[config.mk]
export PLATFORM = sky130hd
export DESIGN_NAME = tcm_port_arbiter
export DESIGN_NICKNAME = d
export VERILOG_FILES = /design/src/rtl/tcm_port_arbiter.sv
export SDC_FILE = /design/constraint.sdc
export NUM_CORES = 1
export LEC_CHECK = 0
export BUFFER_PORTS_ARGS = -buffer_cell sky130_fd_sc_hd__buf_2
export CAP_MARGIN = 15
export CORE_AREA = 2 2 172 174
export CTS_CLUSTER_SIZE = 14
export DETAILED_ROUTE_END_ITERATION = 10
export DIE_AREA = 0 0 174 176
export GPL_TIMING_DRIVEN = 0
export SLEW_MARGIN = 20
export SYNTH_ARGS = -nofsm -noshare
export SYNTH_HDL_FRONTEND = slang
export SYNTH_SLANG_ARGS = --single-unit
[constraint.sdc]
create_clock -name clk_i -period 1.81 [get_ports clk_i]
set_input_delay 0.0905 -clock clk_i [delete_from_list [all_inputs] [get_ports clk_i]]
set_output_delay 0.0905 -clock clk_i [all_outputs]
set_load 0.01 [all_outputs]
[src/rtl/tcm_port_arbiter.sv]
// tcm_port_arbiter: round-robin arbiter of N core TCM channels onto one TCM port, one access in flight
// Define TCM_ARB_PERF_EN to build the per-core saturating stall counters on perf_stall_o.
module tcm_port_arbiter #(
    parameter int N_CORES    = 4,
    parameter int DATA_WIDTH = 32,
    parameter int ADDRW      = 10
) (
    input  logic                            clk_i,
    input  logic                            rst_i,
    input  logic [N_CORES-1:0]              core_req_i,
    input  logic [N_CORES-1:0]              core_we_i,
    input  logic [N_CORES*DATA_WIDTH/8-1:0] core_be_i,
    input  logic [N_CORES*ADDRW-1:0]        core_addr_i,
    input  logic [N_CORES*DATA_WIDTH-1:0]   core_data_i,
    output logic [DATA_WIDTH-1:0]           core_data_o,
    output logic [N_CORES-1:0]              core_ready_o,
    output logic                            tcm_en_o,
    output logic                            tcm_we_o,
    output logic [DATA_WIDTH/8-1:0]         tcm_be_o,
    output logic [ADDRW-1:0]                tcm_addr_o,
    output logic [DATA_WIDTH-1:0]           tcm_data_o,
    input  logic [DATA_WIDTH-1:0]           tcm_data_i,
    input  logic                            tcm_ready_i,
    output logic [N_CORES*32-1:0]           perf_stall_o
);
    localparam int BW = DATA_WIDTH/8;
    localparam int GW = $clog2(N_CORES);
    typedef enum logic [1:0] {IDLE, ACCESS, RESP} state_t;
    state_t state, state_nxt;
    logic [GW-1:0] ptr, grant, winner;
    logic [GW:0] sum;
    logic found, done;
    logic we_q;
    logic [BW-1:0] be_q;
    logic [ADDRW-1:0] addr_q;
    logic [DATA_WIDTH-1:0] data_q;
    // descending scan so the requester closest at/after ptr overwrites the rest
    always_comb begin
        winner = ptr;
        found = 1'b0;
        sum = '0;
        for (int i = N_CORES-1; i >= 0; i--) begin
            sum = {1'b0, ptr} + (GW+1)'(i);
            sum = sum >= (GW+1)'(N_CORES) ? sum - (GW+1)'(N_CORES) : sum;
            if (core_req_i[sum[GW-1:0]]) begin
                winner = sum[GW-1:0];
                found = 1'b1;
            end
        end
    end
    assign done = state == RESP && tcm_ready_i;
    always_comb begin
        state_nxt = state;
        state_nxt = state == IDLE ? (found ? ACCESS : IDLE) :
                    state == ACCESS ? RESP :
                    done ? IDLE : state;
    end
    always_ff @(posedge clk_i) begin
        if (rst_i) begin
            state <= IDLE;
            ptr <= '0;
            grant <= '0;
            we_q <= 1'b0;
            be_q <= '0;
            addr_q <= '0;
            data_q <= '0;
        end else begin
            state <= state_nxt;
            if (state == IDLE && found) begin
                grant <= winner;
                we_q <= core_we_i[winner];
                be_q <= core_be_i[winner*BW +: BW];
                addr_q <= core_addr_i[winner*ADDRW +: ADDRW];
                data_q <= core_data_i[winner*DATA_WIDTH +: DATA_WIDTH];
            end
            if (done)
                ptr <= grant == GW'(N_CORES-1) ? '0 : grant + 1'b1;
        end
    end
    assign tcm_en_o = state == ACCESS;
    assign tcm_we_o = we_q;
    assign tcm_be_o = be_q;
    assign tcm_addr_o = addr_q;
    assign tcm_data_o = data_q;
    assign core_ready_o = done ? N_CORES'(1) << grant : '0;
    assign core_data_o = done ? tcm_data_i : '0;
`ifdef TCM_ARB_PERF_EN
    for (genvar g = 0; g < N_CORES; g++) begin : g_perf
        logic [31:0] cnt;
        always_ff @(posedge clk_i) begin
            if (rst_i)
                cnt <= '0;
            else if (core_req_i[g] && !core_ready_o[g] && cnt != 32'hFFFF_FFFF)
                cnt <= cnt + 32'd1;
        end
        assign perf_stall_o[g*32 +: 32] = cnt;
    end
`else
    assign perf_stall_o = '0;
`endif
endmodule

# [Word level (Yosys, flattened, before mapping)]
# Index checks and enable logic that the tools add are counted.
[word_totals] reg_bits=53 inputBits=227 output_inout_bits=212 wordCells=65
[classes] addsub=8 n_mul=1 order_cmp=9 eq_ne=3 shift=4 n_mux=29 n_reduce_logical=4
[ops] op="variable part select 128 x 8 -> 32 bit" count=1
[ops] op="variable part select 40 x 7 -> 10 bit" count=1
[ops] op="2-to-1 mux 32 bit" count=1
[ops] op="2-to-1 mux 2 bit" count=12
[ops] op="variable part select 16 x 5 -> 4 bit" count=1
[ops] op="< comparator 2 x 3 -> 1 bit (second input constant)" count=5
[ops] op="binary-select mux 1 bit (select 2 bit)" count=5
[ops] op="2-to-1 mux 1 bit" count=10
[ops] op="greater-or-equal comparator 3 bit (second input constant)" count=3
[ops] op="subtractor 2 x 1 -> 2 bit (second input constant)" count=4
[ops] op="adder 2 x 2 -> 3 bit (second input constant)" count=2
[ops] op="multiplier 2 x 3 -> 5 bit (second input constant)" count=1
[ops] op="== test 2 bit (second input constant)" count=2
[ops] op="2-to-1 mux 4 bit" count=1
[ops] op="<< shifter 1 x 2 -> 4 bit (first input constant)" count=1
[ops] op="adder 2 x 1 -> 3 bit (second input constant)" count=1
[ops] op="greater-or-equal comparator 2 x 3 -> 1 bit (second input constant)" count=1
[ops] op="nonzero test 3 bit" count=1
[ops] op="adder 2 x 1 -> 2 bit (second input constant)" count=1
[ops] op="== test 2 x 1 -> 1 bit (second input constant)" count=1
[ops] op="logical AND 1 bit" count=2
[ops] op="logical NOT 2 bit" count=1

# [Longest topological paths before layout]
# Gate-level depths: netlist of run 1.
[depth] word_depth=11 depth_mapped=7 depth_no_buf=5

# [Least setup slack after synthesis of run 1]
# No wires, ideal clock.
[synth_timing] kind="register to register" from="register ptr[0]" to="register addr_q[9] (netlist: tcm_addr_o[9])" setup_time_ps=138 arrival_time_ps=1699 path_slack_ps=-27 path_stages_with_launch=8 path_cell_list="dfxtp_1 -> and2b_1 -> or4_4 -> nand2_4 -> buf_12 -> buf_12 -> mux2i_1 -> o221ai_1"
[synth_between] elab_chain_len=11 elab_cells_between_ends=34
[synth_lines] element="start: declaration" line="30" text="logic [GW-1:0] ptr, grant, winner;"
[synth_lines] element="start signal: assignment" line="77" text="ptr <= grant == GW'(N_CORES-1) ? '0 : grant + 1'b1;"
[synth_lines] element="adder 2 x 2 -> 3 bit" line="43" text="sum = {1'b0, ptr} + (GW+1)'(i);"
[synth_lines] element="greater-or-equal comparator 3 bit / subtractor 2 x 1 -> 2 bit (equally long branches)" line="44" text="sum = sum >= (GW+1)'(N_CORES) ? sum - (GW+1)'(N_CORES) : sum;"
[synth_lines] element="2-to-1 mux 2 bit" line="44"
[synth_lines] element="binary-select mux 1 bit (select 2 bit)" line="45" text="if (core_req_i[sum[GW-1:0]]) begin"
[synth_lines] element="2-to-1 mux 1 bit (not written as such)" line="45"
[synth_lines] element="2-to-1 mux 2 bit (4 in a row)" line="45"
[synth_lines] element="multiplier 2 x 3 -> 5 bit" line="73" text="addr_q <= core_addr_i[winner*ADDRW +: ADDRW];"
[synth_lines] element="variable part select 40 x 7 -> 10 bit" line="73"
[synth_lines] element="end signal: assignment" line="73"
[synth_lines] element="end: declaration" line="35" text="logic [ADDRW-1:0] addr_q;"
# Parallel ways exist; a longest one is shown, timed or not. The select of a mux whose other input is x is not followed.
# A chain may end at the register's enable or synchronous reset.

# [Worst setup path after layout of run 1]
[layout_timing] from="register ptr[1]" to="register addr_q[2] (netlist: tcm_addr_o[2])"
# The elaborated chain is that of the path after synthesis.

==> flow_metrics.env, run 1 <==
export IMPL_async_flop_share_pct=0
export IMPL_drt_wl_total_um=17900
export IMPL_netSwitchingFraction_pct=33.12
export IMPL_nets=1174
export IMPL_synth_area_leaders="dfxtp_1, mux2i_1, buf_4, o221ai_1, and2_1"
export IMPL_ys_seq_area_share_pct=24.44
export IMPL_p_leak_nw=3.988
export IMPL_initial_utilization_pct=15.21
export IMPL_grt_pass1_vias=4381
export IMPL_path_delay_family="simple AND/OR/NAND/NOR gates"
export IMPL_synth_edf_count=0
export IMPL_drt_initial_drc_count=104
export IMPL_cts_max_level=2
export IMPL_clockPowerShare_pct=27.4
export IMPL_power_w=0.004375
export IMPL_path_clk_slew_ps=80
export IMPL_yosysMostFrequentCell="buf_4"
export IMPL_grt_ovfl_total=0
export IMPL_postLayoutSetupSlackWorst_ps=-267.0
export IMPL_setup_viol=47
export IMPL_n_antenna_cell=0
export IMPL_worstPathMaxFanout=7
export IMPL_synth_seq_cells=53
export IMPL_area_growth_pct=74.50
export IMPL_clockRootBuffer="clkbuf_16"
export IMPL_antenna_found_initial=0
export IMPL_yosys_top_cells_count="buf_4, mux2i_1, dfxtp_1"
export IMPL_cts_path_max_buffers=2
export IMPL_outcome="finished, violations left"
export IMPL_fp_dieH_um=176
export IMPL_critPathLaunchType="flop"
export IMPL_relSlewSlack_pct=59.08
export IMPL_die_area_sq_um=30620
export IMPL_crit_path_end_kind="flop"
export IMPL_dp_slack_ps=-727.1
export IMPL_vdd_drop_max_mv=0.4335
export IMPL_vias=4624
export IMPL_rows=62
export IMPL_worstPathCellList="and3b_1, or4_4, nand2_4, buf_12, buf_12, buf_12, mux2i_4, o221ai_2"
export IMPL_period_minus_slack_ps=2077
export IMPL_place_hpwl_um=14700
export IMPL_via_per_inst=3.482
export IMPL_synth_top_area_share_pct=24.44
export IMPL_drc=0
export IMPL_io_pins=439
export IMPL_hold_viol=0
export IMPL_die_w_um=174
export IMPL_finish_utilization_pct=26.54
export IMPL_critPathKind="flop to flop"
export IMPL_cp_common_cell="buf_12"
export IMPL_violations="negative setup slack"
export IMPL_cts_tree="yes"
export IMPL_first_pass_iters=4
export IMPL_slew_viol_final=0
export IMPL_core_sq_um=28550
export IMPL_hold_ws_ps=76.77
export IMPL_syn_inst=480
export IMPL_routabilityCongestion=0.7656
export IMPL_grtUsageTotal_pct=10.72
export IMPL_synth_ff_type="dfxtp_1"
export IMPL_ys_warn_count=0
export IMPL_yosysUniqueCellTypes=27
export IMPL_seq_power_share_pct=32.3
export IMPL_power_density_nw_per_um2=577.5
export IMPL_fmax_ghz=0.4815
export IMPL_yosysTopAreaCell="dfxtp_1"
export IMPL_p_int_w=0.002926
export IMPL_avgSynthCellArea_sq_um=9.045
export IMPL_worstSkewPairLatency_ps=300
export IMPL_numCtsBuffers=5
export IMPL_ant_nets=0
export IMPL_crit_buf_inv=3
export IMPL_slowest_stage="or4_4"
export IMPL_cts_sinks=53
export IMPL_hold_class="input pin to flop"
export IMPL_skew_ps=8.657
export IMPL_rsz0062_at_grt="yes"
export IMPL_comb_power_share_pct=40.3
export IMPL_maxCapViolCount=0
export IMPL_grt_first_pass_wirelength_um=24780
export IMPL_drive_above_1_share_pct=56.04
export IMPL_syn_area_sq_um=4342
export IMPL_numPortBuffers=309
export IMPL_max_stage_delay_ps=530
export IMPL_fin_crit_sh_pct=114.8
export IMPL_grt_max_degree=17
export IMPL_switching_power_w=0.001449
export IMPL_worst_pin_slew_ps=613.8
export IMPL_cp_required_ps=1990
export IMPL_crit_arrival_ps=2260
export IMPL_avgRoutedWirePerCell_um=13.48
[metrics by stage]
stage          setup TNS [ps]  cell area [sq um]  cells
2_1_floorplan          -173.5               4820    607
3_3_place_gp           -19900               6847   1300
3_5_place_dp           -20880               6847   1300
4_1_cts                -10220               7331   1324
5_1_grt                -13340               7576   1328
6_report                -9438               7576   1328
[registers in the layout (all words and copies together) (netlist names)]
signal / count
tcm_data_o: 32
tcm_addr_o: 10
tcm_we_o: 1
tcm_be_o: 4
grant: 2
state: 2
ptr: 2
[cells in the final DEF, fill, tap and decap left out, types with 5 or more instances in the layout]
cell       synthesis  routed
conb_1             1     128
nor2_1            10      10
buf_2              4     312
mux2i_2            0      12
clkbuf_16          0       7
buf_12             7      11
clkbuf_2           0       9
mux2i_4            0      11
buf_4            128     137
mux2i_1           97      74
a21oi_1            5       5
and2_1            36      36
nand2_1           50      50
dfxtp_1           53      51
o221ai_2           0       9
o221ai_1          47      38
[cells by family after synthesis]
family | synth area share (%)
multiplexers | 22.36
adder cells (fa/ha/maj) | 1.153
other | 0.08637
flip-flops | 24.44
buffers and inverters | 28.85
AND/OR/NAND/NOR | 12.16
AO/OA/AOI/OAI | 10.95
[area by class of cell]
cell class / count / area, sq um
multi-input cells: 392 / 2744
clock inverters: 2 / 37.54
repair buffers: 330 / 1856
plain buffers: 157 / 1236
inverters: 4 / 15.01
clock buffers: 6 / 138.9
flip-flops and latches: 53 / 1069
well taps: 384 / 480.5
fillers: 3129 / 20970
[path summary, 6_finish.rpt]
path	startpoint	endpoint	slack [ps]	cells past startpoint
worst max-delay path	ptr[1]	tcm_addr_o[2]	-270	8
worst min-delay path	core_data_i[112]	tcm_data_o[16]	80	3
worst max register to register	ptr[1]	tcm_addr_o[2]	-270	8
worst min register to register	tcm_data_o[31]	tcm_data_o[31]	460	2
[worst min-delay path, cell delays in order]
cell	delay [ps]
buf_2	70
mux2i_1	60
o221ai_1	130
[routing by layer]
layer / global-route usage, % / share of wire, % / vias to the layer above
met1: 12.20 / 39 / 1998
met4: 3.992 / 2.5 / 0
li1: - / - / 2349
met2: 19.51 / 51 / 256
met3: 2.455 / 7.2 / 21
met5: 0 / 0 / -
[power by group through the flow]
stage / combinational [W] / sequential, W / clock (W)
2_1_floorplan: 0.000867 / 0.00150 / 0
3_3_place_gp: 0.00154 / 0.00143 / 0
3_5_place_dp: 0.00155 / 0.00144 / 0
4_1_cts: 0.00167 / 0.00141 / 0.00125
5_1_grt: 0.00190 / 0.00143 / 0.00130
6_report: 0.00176 / 0.00141 / 0.00120
[what timing repair did]
item	4_1_cts	5_1_grt
gates cloned	2	2
endpoints found under the setup margin	67	67
pin swaps	12	7
setup buffers	15	3
hold buffers	0	0
resized for setup	34	48
Power figures use the tool's default switching activity.
==> run 2, diff against run 1 <==
==> config.mk (replaced) <==
export PLATFORM = sky130hd
export DESIGN_NAME = tcm_port_arbiter
export DESIGN_NICKNAME = d
export VERILOG_FILES = /design/src/rtl/tcm_port_arbiter.sv
export SDC_FILE = /design/constraint.sdc
export NUM_CORES = 1
export LEC_CHECK = 0
export ABC_AREA = 1
export BUFFER_PORTS_ARGS = -buffer_cell sky130_fd_sc_hd__buf_2
export CAP_MARGIN = 15
export CORE_AREA = 2 2 170 172
export CTS_CLUSTER_SIZE = 14
export DETAILED_ROUTE_END_ITERATION = 10
export DIE_AREA = 0 0 172 174
export GPL_TIMING_DRIVEN = 0
export SLEW_MARGIN = 10
export SYNTH_ARGS = -nofsm -noshare
export SYNTH_HDL_FRONTEND = slang
export SYNTH_SLANG_ARGS = --single-unit
==> run 2 against run 1 <==
  * The run still ends with negative setup slack left
  * Largest power group unchanged
  * Via count grew 44%
  * Sequential power is 21% higher
  * Sequential cell count is the same
  * Synthesized cell count is 79% higher
  * Critical path type unchanged
==> flow_metrics.env, run 2 <==
export IMPL_rsz0062_at_grt="yes"
export IMPL_vdd_drop_max_mv=0.4678
export IMPL_antenna_found_initial=4
export IMPL_ant_nets=0
export IMPL_path_clk_slew_ps=80
export IMPL_cp_required_ps=2010
export IMPL_drc=0
export IMPL_fillers=3108
export IMPL_place_hpwl_um=18760
export IMPL_area_growth_pct=82.28
export IMPL_finish_utilization_pct=32.60
export IMPL_synth_edf_count=0
export IMPL_rows=62
export IMPL_hold_buffers=0
export IMPL_fin_cells=1716
export IMPL_drt_initial_drc_count=240
export IMPL_vias=6675
export IMPL_maxCapViolCount=0
export IMPL_slowest_stage="dfxtp_2"
export IMPL_clockRootBuffer="clkbuf_16"
export IMPL_syn_inst=858
export IMPL_synth_ff_type="dfxtp_1"
export IMPL_worstPathMaxFanout=8
export IMPL_fin_crit_sh_pct=112.3
export IMPL_first_pass_iters=4
export IMPL_cp_common_cell="nand2_4"
export IMPL_skew_ps=7.236
export IMPL_crit_arrival_ps=2240
export IMPL_avgRoutedWirePerCell_um=14.15
export IMPL_routabilityCongestion=0.8754
export IMPL_dp_slack_ps=-859.9
export IMPL_drt_wl_total_um=24280
export IMPL_ys_seq_area_share_pct=21.01
export IMPL_via_per_inst=3.890
export IMPL_setup_viol=48
export IMPL_switching_power_w=0.003735
export IMPL_postLayoutSetupSlackWorst_ps=-223.5
export IMPL_die_w_um=172
export IMPL_avgSynthCellArea_sq_um=5.886
export IMPL_cts_path_max_buffers=2
export IMPL_worstPathCellList="buf_8, clkinv_8, nand2_4, nand2_4, nand2_4, nand2_2, inv_2, nand2_4, nand3_4, nand2_8, nand2_8, clkbuf_16, clkbuf_16, nor2_4, nor3b_2, nor2_1"
export IMPL_numPortBuffers=309
export IMPL_cts_tree="yes"
export IMPL_hold_viol=0
export IMPL_crit_path_end_kind="flop"
export IMPL_place_inst=1678
export IMPL_grtUsageTotal_pct=14.46
export IMPL_period_minus_slack_ps=2034
export IMPL_outcome="finished, violations left"
export IMPL_drive_above_1_share_pct=51.54
export IMPL_core_sq_um=28240
export IMPL_ys_warn_count=0
export IMPL_final_area_sq_um=9205
export IMPL_async_flop_share_pct=0
export IMPL_worstSkewPairLatency_ps=300
export IMPL_cts_sinks=53
export IMPL_largest_reg_flops=32
export IMPL_cts_max_level=2
export IMPL_final_common_cell="buf_2"
export IMPL_worst_pin_slew_ps=618.7
export IMPL_hold_class="input pin to flop"
export IMPL_yosys_top_cells_count="nand2_1, nor2_1, buf_4"
export IMPL_netSwitchingFraction_pct=44.81
export IMPL_synth_seq_cells=53
export IMPL_synth_area_leaders="dfxtp_1, buf_4, nand2_1, nand3_1, nor2_1"
export IMPL_p_leak_nw=5.219
export IMPL_grt_pass1_vias=6125
export IMPL_p_int_w=0.004599
export IMPL_power_density_nw_per_um2=905.3
export IMPL_slew_viol_final=0
export IMPL_yosysUniqueCellTypes=24
export IMPL_violations="negative setup slack"
export IMPL_critPathLaunchType="flop"
export IMPL_yosysMostFrequentCell="nand2_1"
export IMPL_nets=1562
export IMPL_syn_area_sq_um=5050
export IMPL_grt_max_degree=16
export IMPL_numCtsBuffers=5
export IMPL_critPathKind="flop to flop"
export IMPL_fmax_ghz=0.4918
export IMPL_final_cell_mix="buf_2, buf_4, nand2_1"
export IMPL_initial_utilization_pct=17.88
export IMPL_die_area_sq_um=29930
export IMPL_relSlewSlack_pct=58.75
export IMPL_io_pins=439
export IMPL_fp_dieH_um=174
export IMPL_seq_power_share_pct=20.4
export IMPL_power_w=0.008333
export IMPL_place_area_sq_um=7553
export IMPL_synth_top_area_share_pct=21.01
export IMPL_clockPowerShare_pct=12.3
export IMPL_grt_first_pass_wirelength_um=33020
export IMPL_grt_ovfl_total=0
export IMPL_yosysTopAreaCell="dfxtp_1"
export IMPL_max_stage_delay_ps=340
export IMPL_comb_power_share_pct=67.3
[run 2: per-layer routing]
layer / track usage (%) / vias to the layer above / wire [um]
met4: 2.871 / 2 / 346
met3: 2.641 / 22 / 1799
met1: 16.29 / 2993 / 9393
met2: 27.91 / 300 / 12720
met5: 0 / - / 13
li1: - / 3358 / -
[run 2: worst paths after layout]
check,start,to,slack [ps],cells after the start
setup / recovery,ptr[0],tcm_be_o[3],-220,16
hold / removal,core_addr_i[6],tcm_addr_o[6],120,5
setup reg to reg,ptr[0],tcm_be_o[3],-220,16
hold reg to reg,state[0],state[0],490,2
[run 2: final cells by class]
class	count	area, sq um	share of cell area, %
Tap cell	384	480.5	5.220
Buffer	177	1483	16.11
Antenna cell	1	2.502	0.02718
Timing Repair Buffer	339	2012	21.86
Sequential cell	53	1066	11.58
Clock buffer	6	138.9	1.509
Inverter	80	330.3	3.588
Clock inverter	1	7.507	0.08155
Multi-Input combinational cell	675	3685	40.03
[run 2: power groups by stage]
stage          registers (W)  clock network (W)  logic, W
4_1_cts              0.00169            0.00108   0.00492
5_1_grt              0.00175            0.00109   0.00610
6_report             0.00170            0.00102   0.00561
3_3_place_gp         0.00168                  0   0.00387
2_1_floorplan        0.00183                  0   0.00231
3_5_place_dp         0.00169                  0   0.00388
[run 2: repair_timing]
item                                    in CTS  in global routing
pin swaps                                   34                 45
setup buffers                               17                  2
gates cloned                                 3                  8
gates resized for setup                    188                113
endpoints found under the setup margin      49                 51
[run 2: stage by stage]
step	hold slack (ps)	TNS [ps]
after floorplan	268.1	0
after global placement	430.4	-29030
after CTS	105.9	-5712
final	118.8	-8323
after global routing	134.0	-13970
after detailed placement	429.3	-30200
[run 2: worst max-delay path, delay by kind of cell (launching register included)]
family / cells / cell delay [ps]
flip-flops: 1 / 340
AND/OR/NAND/NOR: 11 / 940
buffers and inverters: 5 / 640
[run 2: cells by family after synthesis]
group / Yosys count / share of synthesized area, %
flip-flops: 53 / 21.01
buffers and inverters: 257 / 29.98
AND/OR/NAND/NOR: 495 / 42.34
AO/OA/AOI/OAI: 48 / 5.600
adder cells (fa/ha/maj): 4 / 0.9911
other: 1 / 0.07426
==> run 3, diff against run 2 <==
--- a/config.mk
+++ b/config.mk
@@ -13,6 +13,8 @@
 export DETAILED_ROUTE_END_ITERATION = 10
 export DIE_AREA = 0 0 172 174
 export GPL_TIMING_DRIVEN = 0
+export MAX_ROUTING_LAYER = met4
+export PLACE_DENSITY = 0.42
 export SLEW_MARGIN = 10
 export SYNTH_ARGS = -nofsm -noshare
 export SYNTH_HDL_FRONTEND = slang
==> run 3 against run 2 <==
  * Critical path depth fell by 2
  * Sequential power hardly changed
  * Highest routed layer is now met4
  * Non-clock buffer count decreased by 6
  * Critical endpoint is now tcm_addr_o[7]
  * Utilization down 1.7 points
  * Via count decreased by 3.6%
  * Clock skew decreased by 0.75 ps
  * Maximum frequency up 2.5%
  * The flow still finishes with violations (negative setup slack)
  * Worst setup slack improved by 50 ps
  * Die area unchanged
  * Largest cell class unchanged
==> flow_metrics.env, run 3 (synthesis gave the netlist of run 2 again) <==
export IMPL_outcome="finished, violations left"
export IMPL_violations="negative setup slack"
export IMPL_fillers=3255
export IMPL_hold_viol=0
export IMPL_drt_initial_drc_count=183
export IMPL_max_stage_delay_ps=400
export IMPL_tns_ps=-6380
export IMPL_seq_power_share_pct=21.4
export IMPL_final_common_cell="buf_2"
export IMPL_critPathLaunchType="flop"
export IMPL_rows=62
export IMPL_numPortBuffers=309
export IMPL_path_delay_family="simple AND/OR/NAND/NOR gates"
export IMPL_rsz0062_at_grt="yes"
export IMPL_via_per_inst=3.767
export IMPL_power_density_nw_per_um2=898.4
export IMPL_avgRoutedWirePerCell_um=14.06
export IMPL_worstPathCellList="inv_8, nand2_2, nand2_4, nand2_4, nand2_2, inv_2, nand2_4, nand4_4, nand2_8, buf_12, buf_12, nor2_4, nor3b_4, nor2_1"
export IMPL_p_int_w=0.004368
export IMPL_grt_ovfl_total=0
export IMPL_drc=0
export IMPL_clockPowerShare_pct=14.3
export IMPL_worst_pin_slew_ps=621.8
export IMPL_hold_ws_ps=118.4
export IMPL_largest_reg_flops=32
export IMPL_path_clk_slew_ps=70
export IMPL_period_minus_slack_ps=1984
export IMPL_comb_power_share_pct=64.3
export IMPL_grt_pass1_vias=5911
export IMPL_clockRootBuffer="clkbuf_16"
export IMPL_vdd_drop_max_mv=0.4796
export IMPL_numCtsBuffers=5
export IMPL_drive_above_1_share_pct=46.57
export IMPL_vias=6437
export IMPL_worstSkewPairLatency_ps=300
export IMPL_n_antenna_cell=0
export IMPL_core_sq_um=28240
export IMPL_routabilityCongestion=0.7946
export IMPL_nets=1556
export IMPL_initial_utilization_pct=17.88
export IMPL_grt_first_pass_wirelength_um=32850
export IMPL_first_pass_iters=4
export IMPL_ant_nets=0
export IMPL_cts_tree="yes"
export IMPL_critPathKind="flop to flop"
export IMPL_die_area_sq_um=29930
export IMPL_worstPathMaxFanout=8
export IMPL_maxCapViolCount=0
export IMPL_place_inst=1678
export IMPL_area_growth_pct=72.89
export IMPL_crit_path_end_kind="flop"
export IMPL_final_area_sq_um=8731
export IMPL_cts_path_max_buffers=2
export IMPL_fmax_ghz=0.5040
export IMPL_die_w_um=172
export IMPL_cts_max_level=2
export IMPL_fin_crit_sh_pct=109.6
export IMPL_grt_max_degree=16
export IMPL_cts_sinks=53
export IMPL_final_cell_mix="buf_2, nand2_1, buf_4"
export IMPL_postLayoutSetupSlackWorst_ps=-174.0
export IMPL_crit_buf_inv=4
export IMPL_relSlewSlack_pct=58.55
export IMPL_hold_buffers=0
export IMPL_cp_common_cell="nand2_4"
export IMPL_fin_cells=1709
export IMPL_place_hpwl_um=19040
export IMPL_setup_viol=48
export IMPL_antenna_found_initial=0
export IMPL_switching_power_w=0.003475
export IMPL_grtUsageTotal_pct=14.91
export IMPL_hold_class="input pin to flop"
export IMPL_p_leak_nw=5.046
export IMPL_io_pins=439
export IMPL_slew_viol_final=0
export IMPL_skew_ps=6.484
export IMPL_cp_required_ps=2010
export IMPL_drt_wl_total_um=24020
export IMPL_fp_dieH_um=174
export IMPL_slowest_stage="dfxtp_4"
export IMPL_crit_arrival_ps=2180
export IMPL_place_area_sq_um=7553
export IMPL_netSwitchingFraction_pct=44.31
export IMPL_finish_utilization_pct=30.92
==> run 3: cell type report <==
cell class              count  area [sq um]  share of cell area, %
repair buffers            335          1897                  21.73
inverters                  80         324.1                  3.712
well taps                 384         480.5                  5.503
plain buffers             175          1429                  16.37
clock inverters             2         35.03                 0.4013
flip-flops and latches     53          1069                  12.24
multi-input cells         675          3372                  38.62
clock buffers               5         125.1                  1.433
==> run 3: worst paths after layout <==
kind	end	startpoint	slack, ps	cells past startpoint
max	tcm_addr_o[7]	ptr[0]	-170	14
min	tcm_addr_o[9]	core_addr_i[9]	120	5
min reg2reg	state[0]	state[0]	480	2
max reg2reg	tcm_addr_o[7]	ptr[0]	-170	14
==> run 3: routing by layer <==
metal  track usage, %  vias to the layer above  wire length, um
met4            2.346                        0              233
met2            27.79                      269            12550
met3            2.550                       10             1606
li1                 -                     3343                -
met5                -                        -                0
met1            16.74                     2815             9629
==> run 3: stage by stage <==
step | setup WS (ps) | total power, W
2_1_floorplan | 33.22 | 0.004146
3_3_place_gp | -737.0 | 0.005644
6_report | -174.0 | 0.007843
5_1_grt | -292.0 | 0.008462
4_1_cts | -182.1 | 0.007616
3_5_place_dp | -725.8 | 0.005640
==> run 3: what timing repair did <==
| action | in CTS | in global routing |
|---|---|---|
| setup endpoints to repair | 51 | 57 |
| gates cloned | 2 | 5 |
| resized for setup | 147 | 49 |
| buffers inserted | 15 | 4 |
| pin swaps | 17 | 17 |
==> run 3: power by group through the flow <==
stage / Sequential, W / Clock, W / Combinational [W]
after global routing: 0.00172 / 0.00121 / 0.00552
after global placement: 0.00167 / 0 / 0.00397
after CTS: 0.00167 / 0.00118 / 0.00476
after floorplan: 0.00183 / 0 / 0.00231
after detailed placement: 0.00168 / 0 / 0.00396
final: 0.00167 / 0.00113 / 0.00504
==> run 3: worst reg2reg max path, cell delays in order (launching register included) <==
cell and delay [ps]:
dfxtp_4 400, inv_8 100, nand2_2 60, nand2_4 80, nand2_4 60, nand2_2 70, inv_2 50, nand2_4 80
nand4_4 170, nand2_8 210, buf_12 180, buf_12 130, nor2_4 40, nor3b_4 200, nor2_1 60
